`src/rtl/fetch_inst_splitter_pkg.sv`:
```
// fetch_inst_splitter_pkg: shared widths, fetch-packet slot offsets and split-state encodings
package fetch_inst_splitter_pkg;
  localparam int ILEN = 32;
  localparam int SLOT0_LSB = 0;
  localparam int SLOT1_LSB = 32;
  typedef enum logic {ST_LO = 1'b0, ST_HI = 1'b1} split_st_e;
endpackage

```
`src/rtl/fetch_inst_splitter_if.sv`:
```
// fetch_inst_splitter_if: fetch-FIFO side and decode side handshake bundle
interface fetch_inst_splitter_if import fetch_inst_splitter_pkg::*; #(
  parameter int XLEN = 64
);
  logic [2*ILEN-1:0] in_data;
  logic [XLEN-1:0]   in_pc;
  logic              in_fault;
  logic              in_valid;
  logic              in_ready;
  logic [ILEN-1:0]   out_instr;
  logic [XLEN-1:0]   out_pc;
  logic              out_fault;
  logic              out_valid;
  logic              out_ready;
  modport master (
    output in_data, in_pc, in_fault, in_valid, out_ready,
    input  in_ready, out_instr, out_pc, out_fault, out_valid
  );
  modport slave (
    input  in_data, in_pc, in_fault, in_valid, out_ready,
    output in_ready, out_instr, out_pc, out_fault, out_valid
  );
endinterface

```
`src/rtl/fetch_inst_splitter_perf_counter.sv`:
```
// perf_counter: width-parameterised wrapping event counter with enable
module perf_counter #(
  parameter int W = 32
) (
  input  logic         clk,
  input  logic         rst,
  input  logic         en_i,
  output logic [W-1:0] cnt_o
);
  logic [W-1:0] cnt_q;
  // count enabled cycles, wrapping naturally at 2^W
  always_ff @(posedge clk) begin
    if (rst) cnt_q <= '0;
    else if (en_i) cnt_q <= cnt_q + W'(1);
  end
  assign cnt_o = cnt_q;
endmodule

```
`src/rtl/fetch_inst_splitter.sv`:
```
// fetch_inst_splitter: splits 2-slot fetch packets into one registered instruction per cycle; FETCH_SPLIT_PERF_EN adds perf counters
module fetch_inst_splitter import fetch_inst_splitter_pkg::*; #(
  parameter int XLEN = 64
) (
  input  logic                clk,
  input  logic                rst,
  input  logic                flush_i,
  fetch_inst_splitter_if.slave bus
`ifdef FETCH_SPLIT_PERF_EN
  ,
  output logic [31:0]         perf_bubble_cnt_o,
  output logic [31:0]         perf_inst_cnt_o
`endif
);
  split_st_e       st_q, st_d;
  logic            out_valid_q, out_valid_d;
  logic            out_fault_q, out_fault_d;
  logic [ILEN-1:0] out_instr_q, out_instr_d;
  logic [XLEN-1:0] out_pc_q, out_pc_d;
  logic            half, load;
  // once the lower slot is out, the upper slot is next regardless of the packet PC
  assign half = (st_q == ST_HI) || bus.in_pc[2];
  assign load = !rst && bus.in_valid && !flush_i && (!out_valid_q || bus.out_ready);
  assign bus.in_ready  = load && (half || bus.in_fault);
  assign bus.out_valid = out_valid_q;
  assign bus.out_instr = out_instr_q;
  assign bus.out_pc    = out_pc_q;
  assign bus.out_fault = out_fault_q;
  // next split state and output register contents
  always_comb begin
    st_d        = st_q;
    out_valid_d = out_valid_q && !bus.out_ready;
    out_instr_d = out_instr_q;
    out_pc_d    = out_pc_q;
    out_fault_d = out_fault_q;
    if (flush_i) begin
      out_valid_d = 1'b0;
      st_d        = ST_LO;
    end else if (load) begin
      out_valid_d = 1'b1;
      out_fault_d = bus.in_fault;
      out_instr_d = bus.in_fault ? '0 : half ? bus.in_data[SLOT1_LSB +: ILEN] : bus.in_data[SLOT0_LSB +: ILEN];
      out_pc_d    = bus.in_fault ? bus.in_pc : {bus.in_pc[XLEN-1:3], half, 2'b00};
      st_d        = (bus.in_fault || half) ? ST_LO : ST_HI;
    end
  end
  // state and output registers
  always_ff @(posedge clk) begin
    if (rst) begin
      st_q        <= ST_LO;
      out_valid_q <= 1'b0;
      out_instr_q <= '0;
      out_pc_q    <= '0;
      out_fault_q <= 1'b0;
    end else begin
      st_q        <= st_d;
      out_valid_q <= out_valid_d;
      out_instr_q <= out_instr_d;
      out_pc_q    <= out_pc_d;
      out_fault_q <= out_fault_d;
    end
  end
`ifdef FETCH_SPLIT_PERF_EN
  perf_counter #(.W(32)) u_bubble (
    .clk   (clk),
    .rst   (rst),
    .en_i  (bus.out_ready && !out_valid_q && !flush_i),
    .cnt_o (perf_bubble_cnt_o)
  );
  perf_counter #(.W(32)) u_inst (
    .clk   (clk),
    .rst   (rst),
    .en_i  (out_valid_q && bus.out_ready),
    .cnt_o (perf_inst_cnt_o)
  );
`endif
endmodule

```
`src/flat_wrapper.sv`:
```
// flat-port wrapper written by rule: the top's interface ports become plain ports
module fetch_inst_splitter_flat import fetch_inst_splitter_pkg::*;
#(
  parameter int XLEN = 64
)
  (clk, rst, flush_i, bus_in_data, bus_in_pc, bus_in_fault, bus_in_valid, bus_out_ready, bus_in_ready, bus_out_instr, bus_out_pc, bus_out_fault, bus_out_valid);
  fetch_inst_splitter_if #(.XLEN(XLEN)) bus_i ();
  input  logic clk;
  input  logic rst;
  input  logic flush_i;
  input wire logic [$bits(bus_i.in_data)-1:0] bus_in_data;
  input wire logic [$bits(bus_i.in_pc)-1:0] bus_in_pc;
  input wire logic [$bits(bus_i.in_fault)-1:0] bus_in_fault;
  input wire logic [$bits(bus_i.in_valid)-1:0] bus_in_valid;
  input wire logic [$bits(bus_i.out_ready)-1:0] bus_out_ready;
  output wire logic [$bits(bus_i.in_ready)-1:0] bus_in_ready;
  output wire logic [$bits(bus_i.out_instr)-1:0] bus_out_instr;
  output wire logic [$bits(bus_i.out_pc)-1:0] bus_out_pc;
  output wire logic [$bits(bus_i.out_fault)-1:0] bus_out_fault;
  output wire logic [$bits(bus_i.out_valid)-1:0] bus_out_valid;
  assign bus_i.in_data = bus_in_data;
  assign bus_i.in_pc = bus_in_pc;
  assign bus_i.in_fault = bus_in_fault;
  assign bus_i.in_valid = bus_in_valid;
  assign bus_i.out_ready = bus_out_ready;
  assign bus_in_ready = bus_i.in_ready;
  assign bus_out_instr = bus_i.out_instr;
  assign bus_out_pc = bus_i.out_pc;
  assign bus_out_fault = bus_i.out_fault;
  assign bus_out_valid = bus_i.out_valid;
  fetch_inst_splitter #(.XLEN(XLEN)) u_core (.clk(clk), .rst(rst), .flush_i(flush_i), .bus(bus_i));
endmodule
```
`config.mk`:
```
export PLATFORM = sky130hd
export DESIGN_NAME = fetch_inst_splitter_flat
export DESIGN_NICKNAME = d
export VERILOG_FILES = /design/src/rtl/fetch_inst_splitter_pkg.sv /design/src/rtl/fetch_inst_splitter_if.sv /design/src/rtl/fetch_inst_splitter_perf_counter.sv /design/src/rtl/fetch_inst_splitter.sv /design/src/flat_wrapper.sv
export SDC_FILE = /design/constraint.sdc
export NUM_CORES = 1
export LEC_CHECK = 0
export ABC_AREA = 1
export CORE_MARGIN = 2
export CORE_UTILIZATION = 41
export DETAILED_ROUTE_END_ITERATION = 8
export GPL_TIMING_DRIVEN = 0
export MAX_ROUTING_LAYER = met4
export PLACE_DENSITY = 0.86
export SYNTH_ARGS = -nofsm -noshare
export SYNTH_HDL_FRONTEND = slang
export SYNTH_SLANG_ARGS = --single-unit
```
`constraint.sdc`:
```
create_clock -name clk -period 1.7 [get_ports clk]
set_input_delay 0.17 -clock clk [delete_from_list [all_inputs] [get_ports clk]]
set_output_delay 0.17 -clock clk [all_outputs]
set_load 0.01 [all_outputs]
```
==> impl.org, run 1 <==
** Status
- The flow ran to the end, and the final reports show no timing, DRC or antenna violations.

** Run
- Maximum capacitance violations :: 0

** Synth
- Yosys synthesis warning count :: 0
- Mapped Area :: 0.00396 mm2
- Post-Syn Area per Cell :: 7.23 um2
- By count the netlist is led by 223 x nand2_1, 99 x dfxtp_1, 97 x o21ai_0.
- Synthesis produced 548 cells.
- Most frequently used cell type in the post-synthesis netlist :: nand2_1
- The share of the Yosys chip area taken by registers is 0.500.
- Summed over all instances, the cell type with the most area after synthesis is dfxtp_1.
- Proportion of netlist area held by the largest area contributor :: 0.500
- Counting flops with a built-in enable in the synthesized netlist gives 0.
- The synthesized netlist contains 16 unique library cells.
- Ranked by total cell area, the synthesized netlist is headed by dfxtp_1 50%, nand2_1 21%, o21ai_0 12%.
- The number of nets in the synthesized netlist is 682.
- Post-synthesis sequential element count :: 99
- The most used flip-flop cell after synthesis is dfxtp_1.
- Async set or reset register ratio after synthesis :: 0

** STA
- Headroom to the max-slew limit came out at 0.606.
- Setup violation total in the final timing report :: 0
- Maximum clock frequency :: 632 MHz
- Maximum clock skew at final layout :: 0.0124 ns
- Worst Slack Setup Final :: 0.119 ns
- Worst Tran Pin Value :: 0.590 ns
- Post-route clock period utilization :: 0.930
- Setup_tns :: 0 ns
- Setup repair after global routing missed its margin :: no
- The count of pins over their slew limit came to 0.
- Number of hold-slack violations in the final timing report :: 0
- The worst path needs 1.58 ns of the cycle, external delays included.

** Finish
- Share of final-layout standard cells stronger than drive strength 1 :: 0.0555
- # diodes :: 0
- Synth-to-Final Area Change :: 68.8%
- The net count of the finished layout is 923.
- Count of placed standard cells in the final layout, fillers left out :: 922
- Fill cells in the final layout number 754.
- At the end of the flow the core is filled with cells to 0.716.

** Die
- Standard-cell rows :: 35
- Die H :: 102 um
- Die area :: 0.0105 mm2
- Standard cell core area :: 0.00933 mm2
- Number of primary I/O pins :: 233
- X dimension of the die :: 102 um
- The initial utilization of the core area, before any placement, comes to 0.425.

** Global routing
- Global routing met2 resource utilization :: 0.479
- Met3 layer usage reported by global route :: 0.0520
- The initial antenna violation count came to 0.
- Met1 global-route usage :: 0.292
- Global-route wire length before repair :: 21300 um
- The number of global-route vias before repair is 4500.
- Entering global routing, the biggest net connects 19 pins.
- Global routing finished with a remaining overflow of 0.
- Overall global routing resource usage :: 0.265
- Grt peak-use layer :: met2

** Routing
- Wires add up to 13700 um.
- Routed via count :: 4544
- Number of vias per cell after detailed routing :: 4.93
- First-pass iteration count of the detailed router :: 4
- The detail route stage leaves a number of antenna-violating nets equal to 0.
- Number of DRC markers after the initial detailed-route iteration :: 164
- For this run, design rule violations remaining after detail routing come to 0.
- Average wire length per cell after detail routing :: 14.9 um

** Placed design
- Summed over all nets, the half-perimeter wirelength after detailed placement is 10500 um.
- At the placement stage, the worst setup path has a slack of -0.384 ns.
- PortBufs :: 231
- Routability cong. :: 0.857
- Post-placement cell count :: 908

** Clock tree
- TritonCTS clock tree :: yes
- Clock tree synthesis selected as its root buffer the cell clkbuf_8.
- After clock tree synthesis, the clock-pin slew on the worst setup and hold paths is 0.10 ns.
- Clock Tree Buf Depth :: 2
- Maximum level of the CTS H-tree :: 3
- CTS sink count :: 99
- The number of hold buffers added after CTS was 0.
- Insertion delay of the later-clocked pin in the worst-skew pair :: 0.36 ns
- Counting the buffers created by CTS gives 9.

** Power
- Leakage power summed over all cells :: 2.50 nW
- Overall power consumption after layout is estimated at 5.22 mW.
- PD cells :: 781 mW/mm2
- VDD sags by at most 0.502 mV.

** Critical path
- CP endpoint kind :: flip-flop
- Required arrival time at the worst endpoint :: 1.98 ns
- The worst setup path is of the in -> reg kind.
- CP startpoint kind :: input port
- Arrival time worst endpoint :: 1.86 ns
- Crit Path Max Fanout :: 17

** Hold path
- Path type of the worst min-delay path :: in -> reg
registers in the layout (all words and copies together) (netlist names):
signal,cells
u_core.bus.out_valid,1
u_core.bus.out_pc,64
u_core.st_q,1
u_core.bus.out_instr,32
u_core.bus.out_fault,1
where the power goes:
part / internal (mW) / switching, mW / total, mW
Sequential: 2.42 / 0.0550 / 2.47
Clock: 0.979 / 0.836 / 1.81
Combinational: 0.538 / 0.394 / 0.932
layout make-up:
class                           count  area, um2  share of cell area
Sequential cell                    99       1980               0.297
Buffer                             41        219              0.0328
Tap cell                          129        161              0.0242
Multi-Input combinational cell    399       1740               0.261
Clock buffer                        9        124              0.0185
Timing Repair Buffer              232       2310               0.346
Clock inverter                      6        113              0.0169
Inverter                            7       26.3             0.00393
critical path, stage by stage:
cell	delay, ns
clkdlybuf4s50_1	0.71
nor2_2	0.33
buf_2	0.26
nand2_1	0.08
nand2_1	0.08
nand3_1	0.07
a21oi_1	0.15
per-layer routing:
layer	vias to the layer above	wire length, um
li1	2262	-
met5	-	0
met1	2107	5460
met4	0	300
met2	152	7250
met3	23	687
stage by stage:
| step | area, um2 | hold WS, ns |
|---|---|---|
| floorplan | 3960 | 0.283 |
| global placement | 6430 | 0.401 |
| detailed placement | 6430 | 0.411 |
| CTS | 6680 | 0.0241 |
| global route | 6680 | 0.0245 |
| finish | 6680 | 0.0355 |
logic make-up after synthesis:
family	share of synthesized area
buffers and inverters	0.0635
and+or+nand+nor	0.267
AOI/OAI and AO/OA	0.169
DFF	0.500
final timing paths:
check,slack (ns),cells after the start,to,startpoint
min reg2reg,0.47,2,u_core.bus.out_instr[2],u_core.bus.out_instr[2]
max reg2reg,0.26,7,u_core.bus.out_instr[19],u_core.bus.out_valid
max,0.12,7,u_core.bus.out_instr[8],bus_in_pc[2]
min,0.04,2,u_core.bus.out_instr[0],rst
placed cells by master (no fill, tap or decap):
cell               n
buf_4              2
nand3_1           35
dfxtp_2            1
clkbuf_1          20
inv_1              6
clkbuf_8           9
clkdlybuf4s50_1  230
dfxtp_1           98
inv_6              2
nor3_2             1
clkbuf_2           2
a21oi_1           35
bufinv_16          3
buf_1              1
nor2_1             3
inv_2              1
nand2_1          223
clkinv_2           1
buf_6              6
nor2_4             3
o21ai_0           97
buf_2             12
nor2_2             1
o21bai_1           1
repair_timing:
| action | CTS | global route |
|---|---|---|
| resized for setup | 7 | 3 |
| setup endpoints to repair | 1 | 23 |
| buffers inserted | 1 | 0 |
Power figures use the tool's default switching activity.
==> run 2, diff against run 1 <==
--- a/config.mk
+++ b/config.mk
@@ -6,8 +6,8 @@
 export NUM_CORES = 1
 export LEC_CHECK = 0
 export ABC_AREA = 1
-export CORE_MARGIN = 2
 export CORE_UTILIZATION = 41
+export CTS_CLUSTER_DIAMETER = 150
 export DETAILED_ROUTE_END_ITERATION = 8
 export GPL_TIMING_DRIVEN = 0
 export MAX_ROUTING_LAYER = met4
==> run 2 against run 1 <==
Net effect:
- worst hold slack got worse by 0.0093 ns
- sequential power about the same
- critical path type is now in -> out
- via count decreased by 0.53%
- critical endpoint is now bus_in_ready
- routed wire length decreased by 4.5%
- count of clock-buffer cells in the layout increased by 1
- highest routed layer unchanged
- non-clock buffer count increased by 1
- setup slack got worse by 0.010 ns
- first-iteration DRC count decreased by 1.8%
- register-to-register slack improved by 0.07 ns
==> impl.org, run 2 (same netlist as run 1, synthesis figures left out) <==
** Critical path
- Critical R2R Capture :: u_core.bus.out_instr[21]
- The worst endpoint required time was 1.53 ns (-0.45 ns).
- CP startpoint kind :: input port
- Worst r2r src :: u_core.bus.out_valid
- Crit Path Max Fanout :: 10 (-7)
- STA classifies the critical path endpoint as an output port.
- Cell count of the worst reg-to-reg path :: 7 (unchanged)
- Arrival time worst endpoint :: 1.42 ns (-0.44 ns)
- The minimum setup slack among reg-to-reg paths was 0.33 ns (+0.07 ns).
- The critical path is of the in -> out type.

** STA
- The maximum operating frequency was 628 MHz (-0.65%).
- The final-report setup violation count came to 0 (unchanged).
- Worst-case hold slack :: 0.0262 ns (-0.00930 ns)
- Setup repair after global routing missed its margin :: no
- The slack of the critical path was 0.108 ns (-0.0103 ns).
- The setup TNS after final layout came to 0 ns (unchanged).
- The hold violation total from the final report came to 0 (unchanged).
- The final worst clock skew came to 0.00748 ns (-0.00488 ns).
- The worst relative slew slack came to 0.682 (+0.0760).
- Max-slew violation count :: 0 (unchanged)
- The minimum clock period after layout is 1.59 ns (+0.0103 ns).
- The slew at the pin with the worst max-slew slack came to 0.477 ns (-0.112 ns).
- The ratio of final minimum period to clock period was 0.936 (+0.00606).

** Die
- Standard-cell rows :: 35 (unchanged)
- The height of the die is 100 um (-2.0%).
- Initial Util :: 0.427 (+0.00200)
- The area enclosed by the die boundary came to 0.0101 mm2 (-3.9%).
- X dimension of the die :: 100 um (-2.0%)
- Number of primary I/O pins :: 233 (unchanged)
- Standard cell core area :: 0.00928 mm2 (-0.47%)

** Global routing
- The number of global-route vias before repair was 4300 (-4.4%).
- Overall global routing resource usage :: 0.265 (-0.000584)
- Number of antenna violations at the first check in global routing :: 0 (unchanged)
- The remaining global-route overflow was 0 (unchanged).
- Global-route wire length before repair :: 20400 um (-4.1%)
- Largest net degree at the start of global routing :: 18 (-1)

** Power
- Final total power :: 4.98 mW (-4.6%)
- The peak supply drop came to 0.414 mV (-18%).
- Leakage power summed over all cells :: 2.49 nW (-0.34%)
- PD cells :: 748 mW/mm2 (-4.2%)

** Clock tree
- The clock sink count is 99 (unchanged).
- TritonCTS built the clock tree.
- Insertion delay of the later-clocked pin in the worst-skew pair :: 0.35 ns (about the same)
- The H-tree depth reported by CTS came to 3 (unchanged).
- The clock-pin slew on the worst setup and hold paths is 0.10 ns (about the same).
- Clock buffers created by TritonCTS :: 9 (unchanged)
- Clock tree root buffer cell :: clkbuf_8
- Clock Tree Buf Depth :: 2 (unchanged)

** Routing
- The detailed-route via count was 4520 (-0.53%).
- First-pass iteration count of the detailed router :: 5 (+1)
- Number of vias per cell after detailed routing :: 4.89 (-0.74%)
- The routed wire length was 13100 um (-4.5%).
- Antenna-violating nets left :: 0 (unchanged)
- Average wire length per cell after detail routing :: 14.2 um (-4.7%)
- The DRC marker count from the first detailed-route iteration was 161 (-1.8%).
- Number of remaining DRC errors :: 0 (unchanged)

** Finish
- The post-route core utilization came to 0.717 (about the same).
- Most common cell after layout, fill and taps aside :: clkdlybuf4s50_1
- Count of placed standard cells in the final layout, fillers left out :: 924 (+0.22%)
- Relative to the synthesized area, the layout overhead comes to 68.1%.
- The final-stage net count is 924 (+0.11%).
- # diodes :: 0 (unchanged)
- Share of final-layout standard cells stronger than drive strength 1 :: 0.0604 (+0.00489)
- Leading cell types in the layout, fill and taps excluded :: 230 x clkdlybuf4s50_1, 223 x nand2_1, 97 x o21ai_0, 97 x dfxtp_1, 35 x a21oi_1
- The number of flip-flops in the largest register is 64 (unchanged).
- Layout Cell Area excl Fill :: 0.00666 mm2 (-0.37%)

** Status
- Status :: complete, no violations

** Placed design
- Routability cong. :: 0.988 (+15%)
- The worst slack after detailed placement came to -0.454 ns (-0.0704 ns).
- Placed wire-length estimate after detailed placement :: 10200 um (-3.3%)
- The count of placed standard cells including taps came to 908 (unchanged).
- Dpl cell area :: 0.00643 mm2 (unchanged)
- The quantity of I/O buffers inserted on ports was 231 (unchanged).

** Run
- The max-capacitance violation count is 0 (unchanged).

** Hold path
- Startpoint of the lowest-slack hold path :: rst
- The number of cells traversed by the worst hold path came to 2 (unchanged).
- Hold-critical path endpoint :: u_core.bus.out_instr[3]
- Path type of the worst min-delay path :: in -> reg
==> run 2: repair_timing <==
item	4_1_cts	5_1_grt
hold buffers	0	0
setup buffers	1	0
endpoints found under the setup margin	1	1
pin swaps	0	1
resized for setup	10	4
==> run 2: final cells by class <==
class | instances | area, um2
Buffer | 42 | 224
Clock buffer | 10 | 138
Clock inverter | 6 | 70.1
Fill cell | 785 | 2630
Inverter | 7 | 26.3
Multi-Input combinational cell | 399 | 1740
Sequential cell | 99 | 1980
Tap cell | 129 | 161
Timing Repair Buffer | 232 | 2310
==> run 2: how the worst max path moves through the flow <==
stage | start | endpoint | depth (start not counted)
floorplan | u_core.bus.out_valid | bus_in_ready | 7
global placement | bus_in_pc[2] | bus_in_ready | 5
detailed placement | bus_in_pc[2] | bus_in_ready | 5
CTS | u_core.bus.out_valid | bus_in_ready | 8
global route | bus_in_pc[2] | bus_in_ready | 5
finish | bus_in_pc[2] | bus_in_ready | 5
==> run 2: metal layers <==
| metal | track usage | routed length (um) | up-vias | share of wire |
|---|---|---|---|---|
| met4 | 0.113 | 423 | 0 | 0.032 |
| met5 | - | 0 | - | 0 |
| met1 | 0.298 | 5360 | 2073 | 0.41 |
| li1 | - | - | 2260 | - |
| met3 | 0.0460 | 704 | 32 | 0.054 |
| met2 | 0.462 | 6600 | 155 | 0.50 |
==> run 2: critical path: stages <==
cell	delay, ns
clkdlybuf4s50_1	0.63
clkbuf_2	0.29
nor3_1	0.09
nor2_1	0.10
buf_2	0.14
==> run 2: report_power, final <==
group          switching, mW  internal (mW)
logic                  0.388          0.539
registers             0.0547           2.42
clock network          0.843          0.738
==> run 3, diff against run 2 <==
--- a/config.mk
+++ b/config.mk
@@ -5,13 +5,13 @@
 export SDC_FILE = /design/constraint.sdc
 export NUM_CORES = 1
 export LEC_CHECK = 0
-export ABC_AREA = 1
+export ABC_AREA = 0
 export CORE_UTILIZATION = 41
 export CTS_CLUSTER_DIAMETER = 150
 export DETAILED_ROUTE_END_ITERATION = 8
 export GPL_TIMING_DRIVEN = 0
 export MAX_ROUTING_LAYER = met4
-export PLACE_DENSITY = 0.86
+export PLACE_DENSITY = 0.85
 export SYNTH_ARGS = -nofsm -noshare
 export SYNTH_HDL_FRONTEND = slang
 export SYNTH_SLANG_ARGS = --single-unit
==> run 3 against run 2 <==
Net effect:
- worst hold slack gained 0.19 ns
- final area grew 3.2%
- final cell count fell by 22%
- core utilization decreased by 1.1 points
- die area grew 3.0%
- routed wire length down 15%
- largest power group unchanged
- largest cell class unchanged
- count of clock-buffer cells in the layout increased by 1
==> impl.org, run 3 <==
** Placed design
- Dpl cell area :: 0.00657 mm2 (+2.1%)
- The quantity of I/O buffers inserted on ports is 232 (+0.43%).
- The total half-perimeter wirelength after legalization and detailed placement was 8680 um (-15%).
- The global placement routability congestion came to 0.708 (-28%).

** Die
- The count of pins on the block boundary was 233 (unchanged).
- The area enclosed by the die boundary came to 0.0104 mm2 (+3.0%).
- The site row count came to 36 (+2.9%).
- The height of the die is 102 um (+1.5%).
- X dimension of the die :: 102 um (+1.5%)
- The area of the core is 0.00973 mm2 (+4.8%).
- The starting density of the core came to 0.419 (-0.00705).

** Synth
- The number of storage elements in the synthesis netlist is 99 (unchanged).
- The net count after synthesis came to 468 (-31%).
- Post-synth top area cell :: dfxtp_1
- Async set or reset register ratio after synthesis :: 0 (unchanged)
- Unique cell type count in the Yosys netlist :: 21 (+5)
- Most frequently used cell type in the post-synthesis netlist :: dfxtp_1
- Number of enable-type register cells in the synthesized netlist :: 0 (unchanged)
- For this run, the leading register cell type out of synthesis is dfxtp_1.
- Yosys synthesis warning count :: 0 (unchanged)
- Biggest area contributors in the synthesized netlist :: dfxtp_1 49%, mux2_4 13%, nor2b_1 9.4%
- Most used standard cells in the synthesized netlist :: 99 x dfxtp_1, 61 x nor2b_1, 36 x mux2i_1
- The area fraction of the dominant cell type after synthesis came to 0.486 (-0.0149).
- The average size of a mapped cell is 12.2 um2 (+69%).
- Mapped Area :: 0.00408 mm2 (+3.1%)
- Post-synthesis sequential area ratio :: 0.486 (-0.0149)
- Synthesized instance count :: 334 (-39%)

** Routing
- The DRC marker count from the first detailed-route iteration was 75 (-53%).
- First-pass iteration count of the detailed router :: 4 (-1)
- Number of vias per cell after detailed routing :: 4.72 (-3.6%)
- WL final :: 11100 um (-15%)
- Antenna-violating nets left :: 0 (unchanged)
- The count of unresolved DRC violations after routing came to 0 (unchanged).
- Routed via count :: 3386 (-25%)
- The per-cell routed wire length is 15.5 um (+9.4%).

** STA
- Setup violation total in the final timing report :: 0 (unchanged)
- Post-route clock period utilization :: 0.961 (+0.0243)
- Worst Tran Pin Value :: 0.465 ns (-0.0128 ns)
- Worst-case hold slack :: 0.217 ns (+0.191 ns)
- The setup TNS after final layout was 0 ns (unchanged).
- The count of pins over their slew limit is 0 (unchanged).
- Tightest slew margin relative to the limit :: 0.690 (+0.00854)
- The final worst clock skew came to 0.0132 ns (+0.00575 ns).
- The minimum clock period after layout was 1.63 ns (+0.0414 ns).
- Number of hold-slack violations in the final timing report :: 0 (unchanged)
- The maximum operating frequency is 612 MHz (-2.5%).

** Finish
- From synthesis to final layout, the design area changed by 68.3%.
- Number of nets in the finished design :: 714 (-23%)
- Layout Cell Area excl Fill :: 0.00687 mm2 (+3.2%)
- Number of filler instances in the final layout :: 723 (-7.9%)
- Flip-flop count of the largest register, all copies and words added :: 64 (unchanged)
- Leading cell types in the layout, fill and taps excluded :: 229 x clkdlybuf4s50_1, 98 x dfxtp_1, 61 x nor2b_1, 36 x mux2i_1, 35 x mux2_4
- The storage element area is 0.00198 mm2 (about the same).
- Leaving out fill and tap cells, the most frequent cell in the layout is clkdlybuf4s50_1.
- Share of final-layout standard cells stronger than drive strength 1 :: 0.173 (+0.112)
- The number of antenna diodes came to 0 (unchanged).
- The area taken by multi-input logic gates is 0.00198 mm2 (+14%).

** Clock tree
- TritonCTS clock tree :: yes
- CTS Hold Bufs :: 0 (unchanged)
- Insertion delay of the later-clocked pin in the worst-skew pair :: 0.36 ns (about the same)
- The number of buffers inserted during clock tree synthesis was 9 (unchanged).
- The maximum count of clock buffers along a single path is 2 (unchanged).
- The clock-pin slew on the worst setup and hold paths came to 0.09 ns (about the same).
- The tree is rooted in a clkbuf_8.
- CTS sink count :: 99 (unchanged)
- Maximum level of the CTS H-tree :: 3 (unchanged)

** Global routing
- Global-route wire length before repair :: 16100 um (-21%)
- Number of antenna violations at the first check in global routing :: 0 (unchanged)
- The pin count of the biggest net entering global routing was 17 (-1).
- Overall global routing resource usage :: 0.210 (-0.0546)
- The remaining global-route overflow came to 0 (unchanged).
- The number of global-route vias before repair came to 3284 (-24%).

** Critical path
- Minimum setup slack among reg-to-reg paths :: 0.23 ns (-0.10 ns)
- The worst endpoint required time is 1.53 ns (about the same).
- Crit Path Max Fanout :: 10 (unchanged)
- The worst setup path is launched from an input port.
- STA classifies the critical path endpoint as an output port.
- The critical path arrival came to 1.46 ns (+0.04 ns).
- The critical path is of the in -> out type.

** Power
- Leakage power summed over all cells :: 2.83 nW (+14%)
- PD cells :: 770 mW/mm2 (+2.9%)
- Worst vdd rail ir drop :: 0.543 mV (+31%)

** Status
- The run finished with clean final reports.

** Run
- The max-capacitance violation count came to 0 (unchanged).

** Hold path
- Path type of the worst min-delay path :: in -> reg
run 3: cell count changes after synthesis, moves of 33 or more:
cell	change
nand3_1	-33
o21ai_0	-97
mux2i_1	+36
a21oi_1	-34
nor2b_1	+61
mux2_4	+35
nand2_1	-221
run 3: cell families (layout without fill, tap and decap cells):
family	after synthesis	after routing	share of synthesized area
flops	99	99	0.486
compound gates	37	37	0.0776
simple gates	75	75	0.112
mux	97	97	0.289
buf+inv	26	277	0.0359
run 3: final timing paths:
check        cells past startpoint                       to                    start
min reg2reg                      1  u_core.bus.out_instr[5]  u_core.bus.out_instr[5]
max                              7             bus_in_ready                  flush_i
min                              3     u_core.bus.out_valid             bus_in_valid
max reg2reg                      4  u_core.bus.out_instr[3]              u_core.st_q
run 3: report_power, final:
part	total (mW)	internal (mW)	switching [mW]
clock	1.82	1.03	0.796
sequential	2.49	2.43	0.0546
combinational	0.982	0.659	0.324
total	5.29	4.12	1.17
run 3: metrics by stage:
step | worst slack (ns) | std cells | power [mW] | utilization
CTS | 0.0202 | 716 | 5.34 | 0.703
finish | 0.0671 | 718 | 5.29 | 0.706
global placement | -0.548 | 699 | 3.49 | 0.675
global route | -0.0116 | 718 | 5.50 | 0.706
detailed placement | -0.564 | 699 | 3.52 | 0.675
floorplan | 0.335 | 334 | 2.91 | -
run 3: repair_timing:
| item | 4_1_cts | 5_1_grt |
|---|---|---|
| endpoints found under the setup margin | 1 | 1 |
| setup buffers | 1 | 2 |
| gates resized for setup | 9 | 4 |
run 3: cell type report:
cell class                      instances  share of cell area
Clock inverter                          5              0.0157
Inverter                                3             0.00164
Tap cell                              133              0.0242
Sequential cell                        99               0.289
Multi-Input combinational cell        209               0.288
Timing Repair Buffer                  235               0.341
Clock buffer                           11              0.0206
Buffer                                 23              0.0202
run 3: metal layers:
layer / vias to the layer above / share of wire / global-route usage
met1: 1584 / 0.41 / 0.237
li1: 1655 / - / -
met2: 136 / 0.50 / 0.361
met3: 11 / 0.085 / 0.0656
met5: - / 0 / -
met4: 0 / 0.0094 / 0.0513
run 3: critical path, cell delays in order:
cell and delay, ns:
clkdlybuf4s50_1 0.46, nor2_4 0.17, nand3_4 0.11, buf_8 0.14
buf_6 0.14, nor2_2 0.11, buf_2 0.15
